## src/rtl/ipsxe_floating_point_pkg.sv

```systemverilog
// Shared floating-point definitions for the unpack front-end and the round/pack stage.
// The class-flag ordering {nan, inf, denorm, zero} is common to both ends of the FMA.
package ipsxe_floating_point_pkg;

  localparam int unsigned SP_EXP_WIDTH = 8;
  localparam int unsigned SP_MAN_WIDTH = 23;
  localparam int unsigned BIAS         = 2 ** (SP_EXP_WIDTH - 1) - 1;

  localparam logic [SP_EXP_WIDTH-1:0] EXP_ALL_ONES = '1;

  typedef struct packed {
    logic nan;
    logic inf;
    logic denorm;
    logic zero;
  } fp_class_t;

  // Unbiased exponent of a single-precision exponent field (for debug and models).
  function automatic int unbiased_exp(logic [SP_EXP_WIDTH-1:0] exp_field);
    return int'(exp_field) - int'(BIAS);
  endfunction

  function automatic logic exp_is_all_ones(logic [SP_EXP_WIDTH-1:0] exp_field);
    return exp_field == EXP_ALL_ONES;
  endfunction

endpackage

```

## src/rtl/ipsxe_floating_point_unpack_single_v1_0_if.sv

```systemverilog
// Operand-in / unpacked-result-out stream bundle for the single-precision unpack stage.
// The slave modport is the unpacker itself; the master modport is its environment.
interface ipsxe_floating_point_unpack_single_v1_0_if #(
  parameter int unsigned EXP_WIDTH = 8,
  parameter int unsigned MAN_WIDTH = 23,
  parameter int unsigned W_USER    = 1
);

  logic                         i_aclken;
  logic                         i_valid;
  logic                         o_ready;
  logic [EXP_WIDTH+MAN_WIDTH:0] i_float;
  logic [W_USER-1:0]            i_user;

  logic                         o_valid;
  logic                         i_ready;
  logic                         o_sign;
  logic [EXP_WIDTH+1:0]         o_exp;
  logic [MAN_WIDTH:0]           o_man;
  logic                         o_is_zero;
  logic                         o_is_inf;
  logic                         o_is_nan;
  logic                         o_is_denorm;
  logic [W_USER-1:0]            o_user;

  modport slave (
    input  i_aclken,
    input  i_valid,
    output o_ready,
    input  i_float,
    input  i_user,
    output o_valid,
    input  i_ready,
    output o_sign,
    output o_exp,
    output o_man,
    output o_is_zero,
    output o_is_inf,
    output o_is_nan,
    output o_is_denorm,
    output o_user
  );

  modport master (
    output i_aclken,
    output i_valid,
    input  o_ready,
    output i_float,
    output i_user,
    input  o_valid,
    output i_ready,
    input  o_sign,
    input  o_exp,
    input  o_man,
    input  o_is_zero,
    input  o_is_inf,
    input  o_is_nan,
    input  o_is_denorm,
    input  o_user
  );

endinterface

```

## src/rtl/ipsxe_floating_point_lzc_man_v1_0.sv

```systemverilog
// Combinational leading-zero count of a stored mantissa field.
// An all-zero field returns MAN_WIDTH.
module ipsxe_floating_point_lzc_man_v1_0 #(
  parameter int unsigned MAN_WIDTH     = 23,
  parameter int unsigned LEADING_0_CNT = 5
) (
  input  logic [MAN_WIDTH-1:0]     man,
  output logic [LEADING_0_CNT-1:0] lz
);

  // Scan upward so the highest set bit is the last one to write the result.
  always_comb begin
    lz = LEADING_0_CNT'(MAN_WIDTH);
    for (int i = 0; i < int'(MAN_WIDTH); i++) begin
      if (man[i]) begin
        lz = LEADING_0_CNT'(int'(MAN_WIDTH) - 1 - i);
      end
    end
  end

endmodule

```

## src/rtl/ipsxe_floating_point_unpack_single_v1_0.sv

```systemverilog
// Two-stage unpack of a packed IEEE-754 operand into sign / extended exponent / explicit mantissa.
// Define IPSXE_FP_UNPACK_DENORM_EN to normalise denormals; otherwise they are flushed to zero.
module ipsxe_floating_point_unpack_single_v1_0
  import ipsxe_floating_point_pkg::*;
#(
  parameter int unsigned EXP_WIDTH     = SP_EXP_WIDTH,
  parameter int unsigned MAN_WIDTH     = SP_MAN_WIDTH,
  parameter int unsigned LEADING_0_CNT = 5,
  parameter int unsigned W_USER        = 1
) (
  input logic                                    i_clk,
  input logic                                    i_rst,
  ipsxe_floating_point_unpack_single_v1_0_if.slave bus
);

  if (LEADING_0_CNT < $clog2(MAN_WIDTH + 1)) begin : g_lz_width_check
    $error("LEADING_0_CNT is too narrow for MAN_WIDTH");
  end

  // Input field split and classification
  logic [EXP_WIDTH-1:0] in_exp;
  logic [MAN_WIDTH-1:0] in_man;
  logic                 in_exp_max;
  logic                 in_exp_zero;
  logic                 in_man_zero;
  fp_class_t            in_class;

  assign in_exp      = bus.i_float[EXP_WIDTH+MAN_WIDTH-1:MAN_WIDTH];
  assign in_man      = bus.i_float[MAN_WIDTH-1:0];
  assign in_exp_max  = &in_exp;
  assign in_exp_zero = (in_exp == '0);
  assign in_man_zero = (in_man == '0);

  always_comb begin
    in_class        = '0;
    in_class.nan    = in_exp_max && !in_man_zero;
    in_class.inf    = in_exp_max && in_man_zero;
    in_class.denorm = in_exp_zero && !in_man_zero;
`ifdef IPSXE_FP_UNPACK_DENORM_EN
    in_class.zero   = in_exp_zero && in_man_zero;
`else
    // Flushed denormals report as zero while still flagging the original class.
    in_class.zero   = in_exp_zero;
`endif
  end

`ifdef IPSXE_FP_UNPACK_DENORM_EN
  logic [LEADING_0_CNT-1:0] in_lz;

  ipsxe_floating_point_lzc_man_v1_0 #(
    .MAN_WIDTH     (MAN_WIDTH),
    .LEADING_0_CNT (LEADING_0_CNT)
  ) u_lzc (
    .man (in_man),
    .lz  (in_lz)
  );
`endif

  // Pipeline control
  logic s1_valid;
  logic s2_valid;
  logic s1_advance;
  logic s1_load;
  logic s2_load;

  assign s1_advance  = !s2_valid || bus.i_ready;
  assign s1_load     = bus.i_aclken && (!s1_valid || s1_advance);
  assign s2_load     = bus.i_aclken && s1_advance;
  assign bus.o_ready = s1_load;

  // Stage 1: classify and capture raw fields
  logic                 s1_sign;
  fp_class_t            s1_class;
  logic [EXP_WIDTH-1:0] s1_exp;
  logic [MAN_WIDTH-1:0] s1_man;
  logic [W_USER-1:0]    s1_user;
`ifdef IPSXE_FP_UNPACK_DENORM_EN
  logic [LEADING_0_CNT-1:0] s1_lz;
`endif

  always_ff @(posedge i_clk or posedge i_rst) begin
    if (i_rst) begin
      s1_valid <= 1'b0;
      s1_sign  <= 1'b0;
      s1_class <= '0;
      s1_exp   <= '0;
      s1_man   <= '0;
      s1_user  <= '0;
`ifdef IPSXE_FP_UNPACK_DENORM_EN
      s1_lz    <= '0;
`endif
    end else if (s1_load) begin
      s1_valid <= bus.i_valid;
      if (bus.i_valid) begin
        s1_sign  <= bus.i_float[EXP_WIDTH+MAN_WIDTH];
        s1_class <= in_class;
        s1_exp   <= in_exp;
        s1_man   <= in_man;
        s1_user  <= bus.i_user;
`ifdef IPSXE_FP_UNPACK_DENORM_EN
        s1_lz    <= in_lz;
`endif
      end
    end
  end

  // Stage 2: normalise
  logic [EXP_WIDTH+1:0] norm_exp;
  logic [MAN_WIDTH:0]   norm_man;

  always_comb begin
    norm_exp = '0;
    norm_man = '0;
    if (s1_class.nan) begin
      // Keep the quiet bit so downstream can tell qNaN from sNaN.
      norm_man[MAN_WIDTH-1] = s1_man[MAN_WIDTH-1];
    end else if (s1_class.denorm) begin
`ifdef IPSXE_FP_UNPACK_DENORM_EN
      // Value m*2^(1-bias-MAN_WIDTH) re-expressed with a leading 1: exponent 1-(lz+1).
      norm_man = {s1_man, 1'b0} << s1_lz;
      norm_exp = -((EXP_WIDTH + 2)'(s1_lz));
`endif
    end else if (!s1_class.zero && !s1_class.inf) begin
      norm_exp = {2'b00, s1_exp};
      norm_man = {1'b1, s1_man};
    end
  end

  logic                 s2_sign;
  logic [EXP_WIDTH+1:0] s2_exp;
  logic [MAN_WIDTH:0]   s2_man;
  fp_class_t            s2_class;
  logic [W_USER-1:0]    s2_user;

  always_ff @(posedge i_clk or posedge i_rst) begin
    if (i_rst) begin
      s2_valid <= 1'b0;
      s2_sign  <= 1'b0;
      s2_exp   <= '0;
      s2_man   <= '0;
      s2_class <= '0;
      s2_user  <= '0;
    end else if (s2_load) begin
      s2_valid <= s1_valid;
      if (s1_valid) begin
        s2_sign  <= s1_sign;
        s2_exp   <= norm_exp;
        s2_man   <= norm_man;
        s2_class <= s1_class;
        s2_user  <= s1_user;
      end
    end
  end

  assign bus.o_valid     = s2_valid;
  assign bus.o_sign      = s2_sign;
  assign bus.o_exp       = s2_exp;
  assign bus.o_man       = s2_man;
  assign bus.o_is_zero   = s2_class.zero;
  assign bus.o_is_inf    = s2_class.inf;
  assign bus.o_is_nan    = s2_class.nan;
  assign bus.o_is_denorm = s2_class.denorm;
  assign bus.o_user      = s2_user;

endmodule
```

## src/flat_wrapper.sv

```systemverilog
// flat-port wrapper written by rule: the top's interface ports become plain ports
module ipsxe_floating_point_unpack_single_v1_0_flat import ipsxe_floating_point_pkg::*;
#(
  parameter int unsigned EXP_WIDTH     = SP_EXP_WIDTH,
  parameter int unsigned MAN_WIDTH     = SP_MAN_WIDTH,
  parameter int unsigned LEADING_0_CNT = 5,
  parameter int unsigned W_USER        = 1
)
  (i_clk, i_rst, bus_i_aclken, bus_i_valid, bus_o_ready, bus_i_float, bus_i_user, bus_o_valid, bus_i_ready, bus_o_sign, bus_o_exp, bus_o_man, bus_o_is_zero, bus_o_is_inf, bus_o_is_nan, bus_o_is_denorm, bus_o_user);
  ipsxe_floating_point_unpack_single_v1_0_if #(.EXP_WIDTH(EXP_WIDTH), .MAN_WIDTH(MAN_WIDTH), .W_USER(W_USER)) bus_i ();
  input logic i_clk;
  input logic i_rst;
  input wire logic [$bits(bus_i.i_aclken)-1:0] bus_i_aclken;
  input wire logic [$bits(bus_i.i_valid)-1:0] bus_i_valid;
  output wire logic [$bits(bus_i.o_ready)-1:0] bus_o_ready;
  input wire logic [$bits(bus_i.i_float)-1:0] bus_i_float;
  input wire logic [$bits(bus_i.i_user)-1:0] bus_i_user;
  output wire logic [$bits(bus_i.o_valid)-1:0] bus_o_valid;
  input wire logic [$bits(bus_i.i_ready)-1:0] bus_i_ready;
  output wire logic [$bits(bus_i.o_sign)-1:0] bus_o_sign;
  output wire logic [$bits(bus_i.o_exp)-1:0] bus_o_exp;
  output wire logic [$bits(bus_i.o_man)-1:0] bus_o_man;
  output wire logic [$bits(bus_i.o_is_zero)-1:0] bus_o_is_zero;
  output wire logic [$bits(bus_i.o_is_inf)-1:0] bus_o_is_inf;
  output wire logic [$bits(bus_i.o_is_nan)-1:0] bus_o_is_nan;
  output wire logic [$bits(bus_i.o_is_denorm)-1:0] bus_o_is_denorm;
  output wire logic [$bits(bus_i.o_user)-1:0] bus_o_user;
  assign bus_i.i_aclken = bus_i_aclken;
  assign bus_i.i_valid = bus_i_valid;
  assign bus_o_ready = bus_i.o_ready;
  assign bus_i.i_float = bus_i_float;
  assign bus_i.i_user = bus_i_user;
  assign bus_o_valid = bus_i.o_valid;
  assign bus_i.i_ready = bus_i_ready;
  assign bus_o_sign = bus_i.o_sign;
  assign bus_o_exp = bus_i.o_exp;
  assign bus_o_man = bus_i.o_man;
  assign bus_o_is_zero = bus_i.o_is_zero;
  assign bus_o_is_inf = bus_i.o_is_inf;
  assign bus_o_is_nan = bus_i.o_is_nan;
  assign bus_o_is_denorm = bus_i.o_is_denorm;
  assign bus_o_user = bus_i.o_user;
  ipsxe_floating_point_unpack_single_v1_0 #(.EXP_WIDTH(EXP_WIDTH), .MAN_WIDTH(MAN_WIDTH), .LEADING_0_CNT(LEADING_0_CNT), .W_USER(W_USER)) u_core (.i_clk(i_clk), .i_rst(i_rst), .bus(bus_i));
endmodule
```

## config.mk

```make
export PLATFORM = sky130hd
export DESIGN_NAME = ipsxe_floating_point_unpack_single_v1_0_flat
export DESIGN_NICKNAME = d
export VERILOG_FILES = /design/src/rtl/ipsxe_floating_point_pkg.sv /design/src/rtl/ipsxe_floating_point_unpack_single_v1_0_if.sv /design/src/rtl/ipsxe_floating_point_lzc_man_v1_0.sv /design/src/rtl/ipsxe_floating_point_unpack_single_v1_0.sv /design/src/flat_wrapper.sv
export SDC_FILE = /design/constraint.sdc
export NUM_CORES = 1
export LEC_CHECK = 0
export ABC_AREA = 0
export BUFFER_PORTS_ARGS = -buffer_cell sky130_fd_sc_hd__buf_2
export CAP_MARGIN = 15
export CORE_UTILIZATION = 25
export DETAILED_ROUTE_END_ITERATION = 6
export PLACE_DENSITY = 0.48
export SETUP_SLACK_MARGIN = 0.1
export SLEW_MARGIN = 20
export SYNTH_ARGS = -nofsm -noshare
export SYNTH_HDL_FRONTEND = slang
export SYNTH_SLANG_ARGS = --single-unit
```

## constraint.sdc

```tcl
create_clock -name i_clk -period 6.4 [get_ports i_clk]
set_input_delay 1.28 -clock i_clk [delete_from_list [all_inputs] [get_ports i_clk]]
set_output_delay 1.28 -clock i_clk [all_outputs]
set_load 0.01 [all_outputs]
```

; ---- Word-level counts from Yosys, hierarchy flattened
; Index checks and enable logic that the tools add are counted.
; W data, S select, Z words.
[op_classes]
mux = 8
reduce_logical = 18
[op_table]
columns = op, n
row1 = $mux W24, 2
row2 = $logic_not A23 Y1, 1
row3 = $mux W22, 1
row4 = $mux W10, 2
row5 = $logic_not A8 Y1, 1
row6 = $mux W8, 1
row7 = $reduce_and A8 Y1, 1
row8 = $logic_and A1 B1 Y1, 6
row9 = $logic_not A1 Y1, 5
row10 = $reduce_and A2 Y1, 2
row11 = $logic_or A1 B1 Y1, 2
row12 = $mux W1, 2
[totals]
reg_bits = 79
output_inout_bits = 42

; ---- Logic depth before layout (Yosys ltp)
; Gate-level depths: netlist of run 1.
[depth]
depth_word = 5
ltp_mapped = 6
mapped_depth_nobuf = 4

; ---- Worst setup path after synthesis of run 1
; OpenSTA, ideal clock, no wires.
[synth_timing]
kind = input to output
start = in bus_i_ready
end = out bus_o_ready
arrival_ns = 1.629
required_time_ns = 5.120
path_slack_ns = 3.491
cell_stages = 2
path_cell_list = nand3b_1 > and2_1
[synth_via]
elab_chain_len = 3
[synth_lines]
columns = element, line
row1 = "start, declared", flat_wrapper.sv:19  ; input wire logic [$bits(bus_i.i_ready)-1:0] bus_i_ready;
row2 = $logic_or A1 B1 Y1, ipsxe_floating_point_unpack_single_v1_0.sv:66  ; assign s1_advance = !s2_valid || bus.i_ready;
row3 = $logic_or A1 B1 Y1, ipsxe_floating_point_unpack_single_v1_0.sv:67  ; assign s1_load = bus.i_aclken && (!s1_valid || s1_advance);
row4 = $logic_and A1 B1 Y1, ipsxe_floating_point_unpack_single_v1_0.sv:67
row5 = "end, declared", flat_wrapper.sv:15  ; output wire logic [$bits(bus_i.o_ready)-1:0] bus_o_ready;
; Every way passes these cells.

; ---- Final worst setup path of run 1
; Ends and elaborated chain as after synthesis.

==> parameters.txt, run 1 <==
Parameter                              Value

Power and ir drop
  Maximum vdd ir drop    0.124 mV
  Power Density    390 nW/um^2
  LEAKAGE    about 2 nW

Detailed routing
  Ratio of routed vias to standard cells    4.45
  Number of design-rule violations left by the first detailed-router iteration    85
  Met3 WL post-DR    about 300 um
  Number of vias in the routed layout    ~2200
  Average routed wire per standard cell    around 14 um
  Total detailed-routing wirelength    around 7100 um
  WL met1    between 3000 and 4000 um
  Wire length on met2    3230 um
  1st-pass router iterations    6
  DRT antenna net count    0
  Residual DRC count    9
  Uppermost routed layer    met4

Timing
  Fin crit period    3.16 ns
  Worst clock skew    roughly 0.010 ns
  Slew @ Worst Pin    between 0.9 and 1 ns
  Final Max Tran Viols    0
  Setup TNS Final    0 ns
  Highest clock rate    around 320 MHz
  Period Utilization, post-route    roughly 50%
  Final hold viol count    0
  Worst slew slack as a fraction of its limit    35.2%
  Count of endpoints failing setup in the final report    0
  Unrepaired setup endpoints after global routing    no

Clock tree
  Clock-pin slew on the worst setup and hold paths    0.06 ns
  Number of buffers inserted by hold repair at cts    0
  Worst skew pair latency    between 0.3 and 0.4 ns
  H-tree Lvls    3
  Number of buffers created by CTS    9
  TritonCTS clock tree    built
  Sink count of the clock tree    77
  Resized cells post-CTS    0
  Root Driver    clkbuf_16
  Number of setup buffers added after CTS    0
  Number of buffers on the longest clock path    2

Global route
  Wire length of the first global-routing pass    ~11000 um
  Antenna violations before repair    0
  Overflow after GRT    0
  Maximum number of pins on one net before global-route repair    78
  Number of global-route vias before repair    approximately 2200
  Global router's overall resource usage    around an eighth

Floorplan
  I/O pin count    80
  Die width    112 um
  Effective utilization at floorplan    about 26%
  Floorplan row count    39
  Placeable core region    between 10000 and 15000 um^2
  Full die area    12400 um^2
  Die height    about 110 um

Critical path
  Master of the slowest instance on the critical path    nand3b_1
  Worst setup path startpoint    bus_i_ready
  Endpoint of the worst register-to-register path    u_core.bus.o_man[4]
  Required time at the endpoint of the critical path    5.12 ns
  Startpoint type of the worst setup path    primary input
  Critical path depth    4
  Reg2Reg Setup Slack    ~4.3 ns
  Arrival time of the worst setup path    between 1.5 and 2 ns
  Highest cell delay on the worst timing path    0.19 ns
  Critical path's top delay family    simple AND/OR/NAND/NOR gates
  Critical path buffer and inverter count    2
  Reg-to-reg startpoint    u_core.bus.o_valid
  Critical Path End Type    primary output
  Count of cells along the worst register-to-register path    5
  CP Class    primary input to primary output
  End of the critical path    bus_o_ready
  Most common cell on crit path    buf_2
  Cells along the critical path    buf_2 -> nand3b_1 -> and2_1 -> buf_2
  Largest fanout on the critical path    3

Synthesis
  Flop and latch count out of synthesis    77
  Mean Syn Cell Area    between 10 and 15 um^2
  Main area contributors after synthesis    dfrtp_1, nand2_1, a22o_1, mux2_2, buf_6
  Post-synth top area cell    dfrtp_1
  Synthesis warning total    0
  Most common flop cell mapped by yosys    dfrtp_1
  Post-synthesis sequential area ratio    between 60 and 70%
  Proportion of netlist area held by the largest area contributor    about 64%
  Fraction of registers with async set/reset    100%
  Cell Area, Synth    approximately 3000 um^2
  Post-synth EDFFs    0
  Number of unique standard cell types used by synthesis    24
  Number of instances in the synthesized netlist    about 270

Place
  Last weighted congestion value of the routability-driven placer    0.722
  Sum of net half-perimeters after detailed placement    approximately 4600 um
  Port Buf Inserts    77

Final layout
  Nets    roughly 380
  Inserted Diodes    0
  Layout area overhead    27.4%
  Number of fill cells    1189
  Post-route core utilization    33.1%
  Share of post-route cells with drive strength above 1    30.1%

Outcome
  Status    finished with violations
  Failing checks    design-rule violations

Hold path
  Hold Crit Class    register to register

Run
  Max-cap violation count    0
-- metal layers --
| layer | vias up | track usage [%] |
|---|---|---|
| met4 | 0 | 5.14 |
| met5 | - | 0 |
| li1 | 1071 | - |
| met2 | 53 | 18.6 |
| met1 | 1056 | 16.2 |
| met3 | 11 | 2.72 |
-- registers in the layout (all words and copies together) (netlist names) --
signal	cells
u_core.s1_sign	1
u_core.s1_user	1
u_core.s1_valid	1
u_core.bus.o_valid	1
u_core.bus.o_user	1
u_core.bus.o_is_inf	1
u_core.s1_man	23
u_core.bus.o_exp	8
u_core.bus.o_man	24
u_core.bus.o_is_denorm	1
u_core.bus.o_sign	1
u_core.s1_exp	8
u_core.bus.o_is_nan	1
u_core.bus.o_is_zero	1
u_core.s1_class	4
-- power by group --
part           leakage [nW]  internal [mW]  switching (mW)
clock network         0.167          0.391           0.189
logic                 0.858          0.124           0.136
registers             0.976          0.591          0.0593
-- per-stage QoR --
step                hold slack [ns]  total power, mW  cell area (um^2)  setup slack, ns  cells
floorplan                     0.439            0.808              3010             3.15    270
global placement              0.460            0.921              3480             3.24    476
detailed placement            0.460            0.926              3480             3.22    476
CTS                           0.474             1.51              3820             3.23    492
global route                  0.491             1.57              3820             3.18    492
finish                        0.471             1.49              3820             3.24    492
-- final cells by class --
class	instances	area, um^2	share of cell area [%]
Clock buffer	12	246	6.45
Clock inverter	4	95.1	2.49
Timing Repair Buffer	80	408	10.7
Inverter	1	5.00	0.131
Tap cell	143	179	4.68
Sequential cell	77	1930	50.4
Multi-Input combinational cell	175	963	25.2
-- cell usage in the layout, fill, tap and decap left out, drive strengths merged --
cell type  count
nand2        107
buf           80
dfrtp         77
a22o          33
clkbuf        12
nor4           7
mux2           6
nor3           3
o21ai          3
nand4          3
bufinv         3
nand3          3
clkinv         2
conb           2
nand2b         1
nand3b         1
and2           1
and3           1
nor3b          1
nor2           1
o41ai          1
a21o           1
-- how the worst min path moves through the flow --
stage | start | to | slack (ns) | cells past startpoint
after global placement | u_core.s1_sign | u_core.s1_sign | 0.46 | 2
final | u_core.s1_man[22] | u_core.s1_man[22] | 0.47 | 2
after floorplan | u_core.s1_man[22] | u_core.s1_man[22] | 0.44 | 2
after global routing | u_core.s1_exp[7] | u_core.s1_exp[7] | 0.49 | 2
after detailed placement | u_core.s1_man[22] | u_core.s1_man[22] | 0.46 | 2
after CTS | u_core.s1_man[22] | u_core.s1_man[22] | 0.47 | 2
-- Yosys cell counts (2+ instances only) --
master,count
nand2_1,107
dfrtp_1,77
a22o_1,33
nor4_1,7
buf_2,6
mux2_2,6
buf_4,4
buf_6,4
clkbuf_1,3
nand4_1,3
nor3_1,3
o21ai_0,3
nand3_1,2
-- kinds of logic (layout without fill, tap and decap cells) --
family | after synthesis | in the layout | synth area share, %
buffers and inverters | 18 | 97 | 4.00
AND/OR/NAND/NOR | 129 | 129 | 18.5
flip-flops | 77 | 77 | 64.2
other | 1 | 2 | 0.125
multiplexers | 6 | 6 | 2.25
AO/OA/AOI/OAI | 38 | 38 | 10.9
-- worst register-to-register path, stage by stage, from the launching register on --
cell,delay (ns)
dfrtp_1,0.41
nand2b_1,0.15
nand3_4,0.42
nor3b_4,0.52
buf_4,0.37
a22o_1,0.18
No activity file was read; power rests on OpenSTA's default activity.
==> run 2, diff against run 1 <==
--- a/config.mk
+++ b/config.mk
@@ -10,7 +10,7 @@
 export CAP_MARGIN = 15
 export CORE_UTILIZATION = 25
 export DETAILED_ROUTE_END_ITERATION = 6
-export PLACE_DENSITY = 0.48
+export PLACE_DENSITY = 0.49
 export SETUP_SLACK_MARGIN = 0.1
 export SLEW_MARGIN = 20
 export SYNTH_ARGS = -nofsm -noshare
==> constraint.sdc (replaced) <==
create_clock -name i_clk -period 2.8 [get_ports i_clk]
set_input_delay 0.56 -clock i_clk [delete_from_list [all_inputs] [get_ports i_clk]]
set_output_delay 0.56 -clock i_clk [all_outputs]
set_load 0.01 [all_outputs]
==> run 2 against run 1 <==
The flow still finishes with violations (design-rule violations). Wire length is 1.1% higher. Combinational power is 130% higher. Global-route usage is 0.13 points higher. Largest cell class unchanged. Final cell count is 0.41% higher. Worst hold slack worse by 0.17 ns. Clock skew is 0.0014 ns higher. Non-clock buffer count is 3 higher. Clock power is 100% higher. Die area stayed put. Setup slack worse by 2.2 ns.
==> parameters.txt, run 2 (synthesized netlist as in run 1, its figures left out) <==
Parameter                              Value

Outcome
  Status    finished with violations
  Failing checks    design-rule violations

Place
  Sum of net half-perimeters after detailed placement    4950 um
  Last weighted congestion value of the routability-driven placer    0.735
  Port Buf Inserts    between 70 and 80

Final layout
  Most frequent standard cell in the layout excluding fill and tap cells    nand2_1
  Layout area overhead    27.2%
  Nets    slightly below 400
  Area of the multi-input gates    about 960 um^2
  Post-route core utilization    33.0%
  Share of post-route cells with drive strength above 1    between 30% and 40%
  Number of fill cells    between 1000 and 1500
  Most frequent cells in the layout    nand2_1, buf_2, dfrtp_1, a22o_1, clkbuf_16
  Inserted Diodes    0
  Area taken by flip-flops and latches    ~1900 um^2
  Flip-flop count of the largest register after layout    24

Timing
  Fin crit period    approximately 1.8 ns
  Worst hold slack    approximately 0.30 ns
  Setup TNS Final    0 ns
  Final hold viol count    0
  Highest clock rate    approximately 560 MHz
  Count of endpoints failing setup in the final report    0
  Final Max Tran Viols    0
  Period Utilization, post-route    roughly 64%
  Worst clock skew    0.0119 ns
  Worst slew slack as a fraction of its limit    a little under three fifths
  Unrepaired setup endpoints after global routing    no
  Slew @ Worst Pin    between 0.6 and 0.7 ns

Detailed routing
  Total detailed-routing wirelength    7130 um
  Number of design-rule violations left by the first detailed-router iteration    a little over 100
  1st-pass router iterations    6
  Number of vias in the routed layout    roughly 2200
  Residual DRC count    5
  DRT antenna net count    0
  Average routed wire per standard cell    between 10 and 15 um
  Ratio of routed vias to standard cells    around 4.5

Clock tree
  Number of buffers created by CTS    9
  Number of buffers on the longest clock path    2
  Number of buffers inserted by hold repair at cts    0
  TritonCTS clock tree    built
  Number of setup buffers added after CTS    0
  H-tree Lvls    3
  Resized cells post-CTS    0
  Worst skew pair latency    roughly 0.33 ns
  Clock-pin slew on the worst setup and hold paths    approximately 0.06 ns
  Sink count of the clock tree    77
  Root Driver    clkbuf_16

Global route
  Overflow after GRT    0
  Wire length of the first global-routing pass    ~12000 um
  Number of global-route vias before repair    ~2200
  Maximum number of pins on one net before global-route repair    44
  Antenna violations before repair    0
  Global router's overall resource usage    between 10% and 20%

Critical path
  Critical Path End Type    primary output
  Master of the slowest instance on the critical path    dfrtp_1
  Arrival time of the worst setup path    1.23 ns
  Reg2Reg Setup Slack    roughly 1.1 ns
  Cells along the critical path    nand3b_1 -> and2_1 -> buf_2
  Endpoint of the worst register-to-register path    u_core.s1_man[15]
  Reg-to-reg startpoint    u_core.s1_valid
  Startpoint type of the worst setup path    register
  Highest cell delay on the worst timing path    about 0.43 ns
  Largest fanout on the critical path    4
  Required time at the endpoint of the critical path    2.24 ns
  CP Class    register to primary output
  Count of cells along the worst register-to-register path    5

Power and ir drop
  Portion of total power attributed to sequential cells    a little under half
  LEAKAGE    2.00 nW
  Net load switching power    between 800 and 900 uW
  Maximum vdd ir drop    roughly 0.24 mV
  Pint    about 2.4 mW
  Part of the power in the clock network    between 30% and 40%
  Power Density    851 nW/um^2
  Switching power as a share of total power    a little over a quarter
  Combinational fraction of design power    between 10% and 20%

Floorplan
  Die width    112 um
  Die height    between 100 and 150 um
  Full die area    about 12000 um^2
  Effective utilization at floorplan    about a quarter
  Placeable core region    between 10000 and 15000 um^2
  I/O pin count    80
  Floorplan row count    39

Hold path
  Hold Crit Class    primary input to asynchronous set/reset pin

Run
  Max-cap violation count    0
[run 2: how the worst max path moves through the flow]
| stage | from | end | slack [ns] | cells after the start |
|---|---|---|---|---|
| CTS | u_core.s1_valid | bus_o_ready | 1.01 | 3 |
| global route | u_core.s1_valid | bus_o_ready | 0.95 | 3 |
| detailed placement | bus_i_float[0] | u_core.s1_class[1] | 0.82 | 5 |
| floorplan | i_rst | u_core.bus.o_exp[0] | 0.27 | 1 |
| global placement | bus_i_float[0] | u_core.s1_class[1] | 0.81 | 5 |
| finish | u_core.s1_valid | bus_o_ready | 1.01 | 3 |
[run 2: per-layer routing]
metal / routed length, um / GRT usage, % / up-vias / part of all wire [%]
li1: - / - / 1067 / -
met1: 3460 / 16.6 / 1087 / 49
met2: 3200 / 18.4 / 62 / 45
met3: 422 / 4.03 / 6 / 5.9
met4: 44 / 3.42 / 0 / 0.62
met5: 0 / 0 / - / 0
[run 2: critical path, delay by kind of cell, from the launching register on]
kind / cells / cell delay [ns]
flops: 1 / 0.43
simple gates: 2 / 0.35
buf+inv: 1 / 0.13
[run 2: per-stage QoR]
step,std cells,area [um^2],total power [mW],setup WS [ns]
floorplan,270,3010,1.85,0.273
global placement,479,3520,2.11,0.810
detailed placement,479,3520,2.12,0.818
CTS,494,3820,3.30,1.01
global route,494,3820,3.44,0.947
finish,494,3820,3.25,1.01
[run 2: cell type report]
cell class                      count  area share (%)
Clock buffer                       12            6.72
Clock inverter                      3            1.15
Inverter                            1           0.131
Multi-Input combinational cell    175            25.2
Sequential cell                    77            50.5
Tap cell                          143            4.69
Timing Repair Buffer               83            11.6
[run 2: power by group through the flow]
stage / clock network, mW / logic, mW / registers (mW)
floorplan: 0 / 0.291 / 1.56
global placement: 0 / 0.609 / 1.50
detailed placement: 0 / 0.619 / 1.50
CTS: 1.19 / 0.621 / 1.49
global route: 1.25 / 0.674 / 1.51
finish: 1.16 / 0.606 / 1.48
==> run 3, diff against run 2 <==
--- a/config.mk
+++ b/config.mk
@@ -10,7 +10,7 @@
 export CAP_MARGIN = 15
 export CORE_UTILIZATION = 25
 export DETAILED_ROUTE_END_ITERATION = 6
-export PLACE_DENSITY = 0.49
+export PLACE_DENSITY = 0.48
 export SETUP_SLACK_MARGIN = 0.1
 export SLEW_MARGIN = 20
 export SYNTH_ARGS = -nofsm -noshare
==> constraint.sdc (replaced) <==
create_clock -name i_clk -period 1.75 [get_ports i_clk]
set_input_delay 0.35 -clock i_clk [delete_from_list [all_inputs] [get_ports i_clk]]
set_output_delay 0.35 -clock i_clk [all_outputs]
set_load 0.01 [all_outputs]
==> run 3 against run 2 <==
The run still ends with design-rule violations left. Non-clock buffer count increased by 4. First-iteration DRC count decreased by 28%. Count of clock-buffer cells in the layout decreased by 1. Combinational power increased by 62%. Register-to-register slack got worse by 0.85 ns. Sequential cell count unchanged. Setup slack got worse by 0.80 ns. Global-route usage increased by 0.15 points. Critical endpoint unchanged.
==> parameters.txt, run 3 (synthesized netlist as in run 1, its figures left out) <==
Parameter                              Value

Outcome
  Status    finished with violations
  Failing checks    design-rule violations

Global route
  Overflow after GRT    0
  Antenna violations before repair    0
  Number of global-route vias before repair    between 2000 and 2500
  Maximum number of pins on one net before global-route repair    a little under 80
  Wire length of the first global-routing pass    11800 um
  Global router's overall resource usage    approximately an eighth

Clock tree
  Root Driver    clkbuf_16
  H-tree Lvls    3
  Number of buffers created by CTS    9
  Number of buffers inserted by hold repair at cts    0
  Sink count of the clock tree    77
  Clock-pin slew on the worst setup and hold paths    0.06 ns
  Number of buffers on the longest clock path    2
  Worst skew pair latency    0.33 ns
  TritonCTS clock tree    built

Critical path
  Reg-to-reg startpoint    u_core.bus.o_valid
  Startpoint type of the worst setup path    register
  Largest fanout on the critical path    4
  Endpoint of the worst register-to-register path    u_core.bus.o_man[10]
  Arrival time of the worst setup path    1.18 ns
  Required time at the endpoint of the critical path    about 1.4 ns
  Reg2Reg Setup Slack    approximately 0.27 ns
  Count of cells along the worst register-to-register path    5
  CP Class    register to primary output
  Worst setup path startpoint    u_core.s1_valid
  End of the critical path    bus_o_ready
  Critical Path End Type    primary output

Detailed routing
  Number of design-rule violations left by the first detailed-router iteration    73
  Total detailed-routing wirelength    between 7000 and 8000 um
  DRT antenna net count    0
  Average routed wire per standard cell    around 14 um
  Residual DRC count    7
  1st-pass router iterations    6
  Number of vias in the routed layout    roughly 2200
  Ratio of routed vias to standard cells    roughly 4.4

Place
  Sum of net half-perimeters after detailed placement    between 4000 and 5000 um
  Port Buf Inserts    slightly below 80
  Last weighted congestion value of the routability-driven placer    around 0.71
  Setup slack after placement    -0.0240 ns
  Total instance count after detailed placement    ~480
  Placed inst area    approximately 3500 um^2

Final layout
  Flip-flop count of the largest register after layout    24
  Area of the multi-input gates    963 um^2
  Number of fill cells    ~1200
  Nets    roughly 390
  Final cell count without fillers    ~500
  Most frequent standard cell in the layout excluding fill and tap cells    nand2_1
  Most frequent cells in the layout    nand2_1, buf_2, dfrtp_1, a22o_1
  Post-route core utilization    around 33%
  Final non-filler cell area    approximately 3900 um^2
  Layout area overhead    28.3%
  Share of post-route cells with drive strength above 1    32.1%
  Inserted Diodes    0
  Area taken by flip-flops and latches    1930 um^2

Timing
  Final hold viol count    0
  Unrepaired setup endpoints after global routing    no
  Highest clock rate    around 650 MHz
  Final Max Tran Viols    0
  Worst clock skew    around 0.0073 ns
  Fin crit period    1.53 ns
  Count of endpoints failing setup in the final report    0
  Period Utilization, post-route    between 80% and 90%
  Least setup slack across all paths after layout    0.216 ns

Floorplan
  Placeable core region    around 12000 um^2
  Die height    ~110 um
  Floorplan row count    39
  I/O pin count    80
  Effective utilization at floorplan    26.0%
  Die width    ~110 um
  Full die area    roughly 12000 um^2

Power and ir drop
  Maximum vdd ir drop    ~0.33 mV
  Power Density    between 1000 and 1500 nW/um^2
  LEAKAGE    roughly 2.0 nW

Hold path
  Hold Crit Class    primary input to asynchronous set/reset pin

Run
  Max-cap violation count    0
==> run 3: cell type report <==
type	instances	share of cell area [%]
clock inverters	4	1.23
flip-flops and latches	77	50.1
well taps	143	4.65
clock buffers	11	6.56
repair buffers	87	12.3
inverters	1	0.195
multi-input cells	175	25.0
==> run 3: metal layers <==
metal	global-route usage, %	routed length [um]	vias up
met5	0	0	-
met4	5.14	128	0
met3	3.81	412	11
met2	17.8	3140	63
met1	17.1	3450	1058
li1	-	-	1076
==> run 3: worst min path at each step <==
stage,slack (ns),cells after the start,from,end
after global placement,0.46,2,u_core.s1_sign,u_core.s1_sign
after detailed placement,0.46,2,u_core.s1_man[15],u_core.s1_man[15]
after floorplan,0.44,2,u_core.s1_man[22],u_core.s1_man[22]
final,0.14,3,i_rst,u_core.bus.o_user
after CTS,0.14,3,i_rst,u_core.bus.o_valid
after global routing,0.17,3,i_rst,u_core.s1_user
==> run 3: through the flow <==
step | setup TNS (ns) | hold WS (ns) | power [mW]
after floorplan | 0 | 0.439 | 2.95
after global placement | 0 | 0.456 | 3.39
after detailed placement | -0.0399 | 0.463 | 3.41
after CTS | 0 | 0.141 | 5.30
after global routing | 0 | 0.174 | 5.51
final | 0 | 0.139 | 5.22
==> run 3: power by group <==
part | internal [mW] | total [mW] | switching, mW
clock network | 1.17 | 1.86 | 0.694
registers | 2.16 | 2.37 | 0.213
logic | 0.471 | 0.981 | 0.510
==> run 3: worst max-delay path, cell delays in order (launching register included) <==
cell and delay [ns]:
dfrtp_2 0.40, nand3b_1 0.13, and2_1 0.19, buf_2 0.13
==> run 3: what timing repair did <==
item,4_1_cts,5_1_grt
hold endpoints to repair,0,0
setup endpoints to repair,0,1
gates resized for setup,0,1
setup buffers,0,0
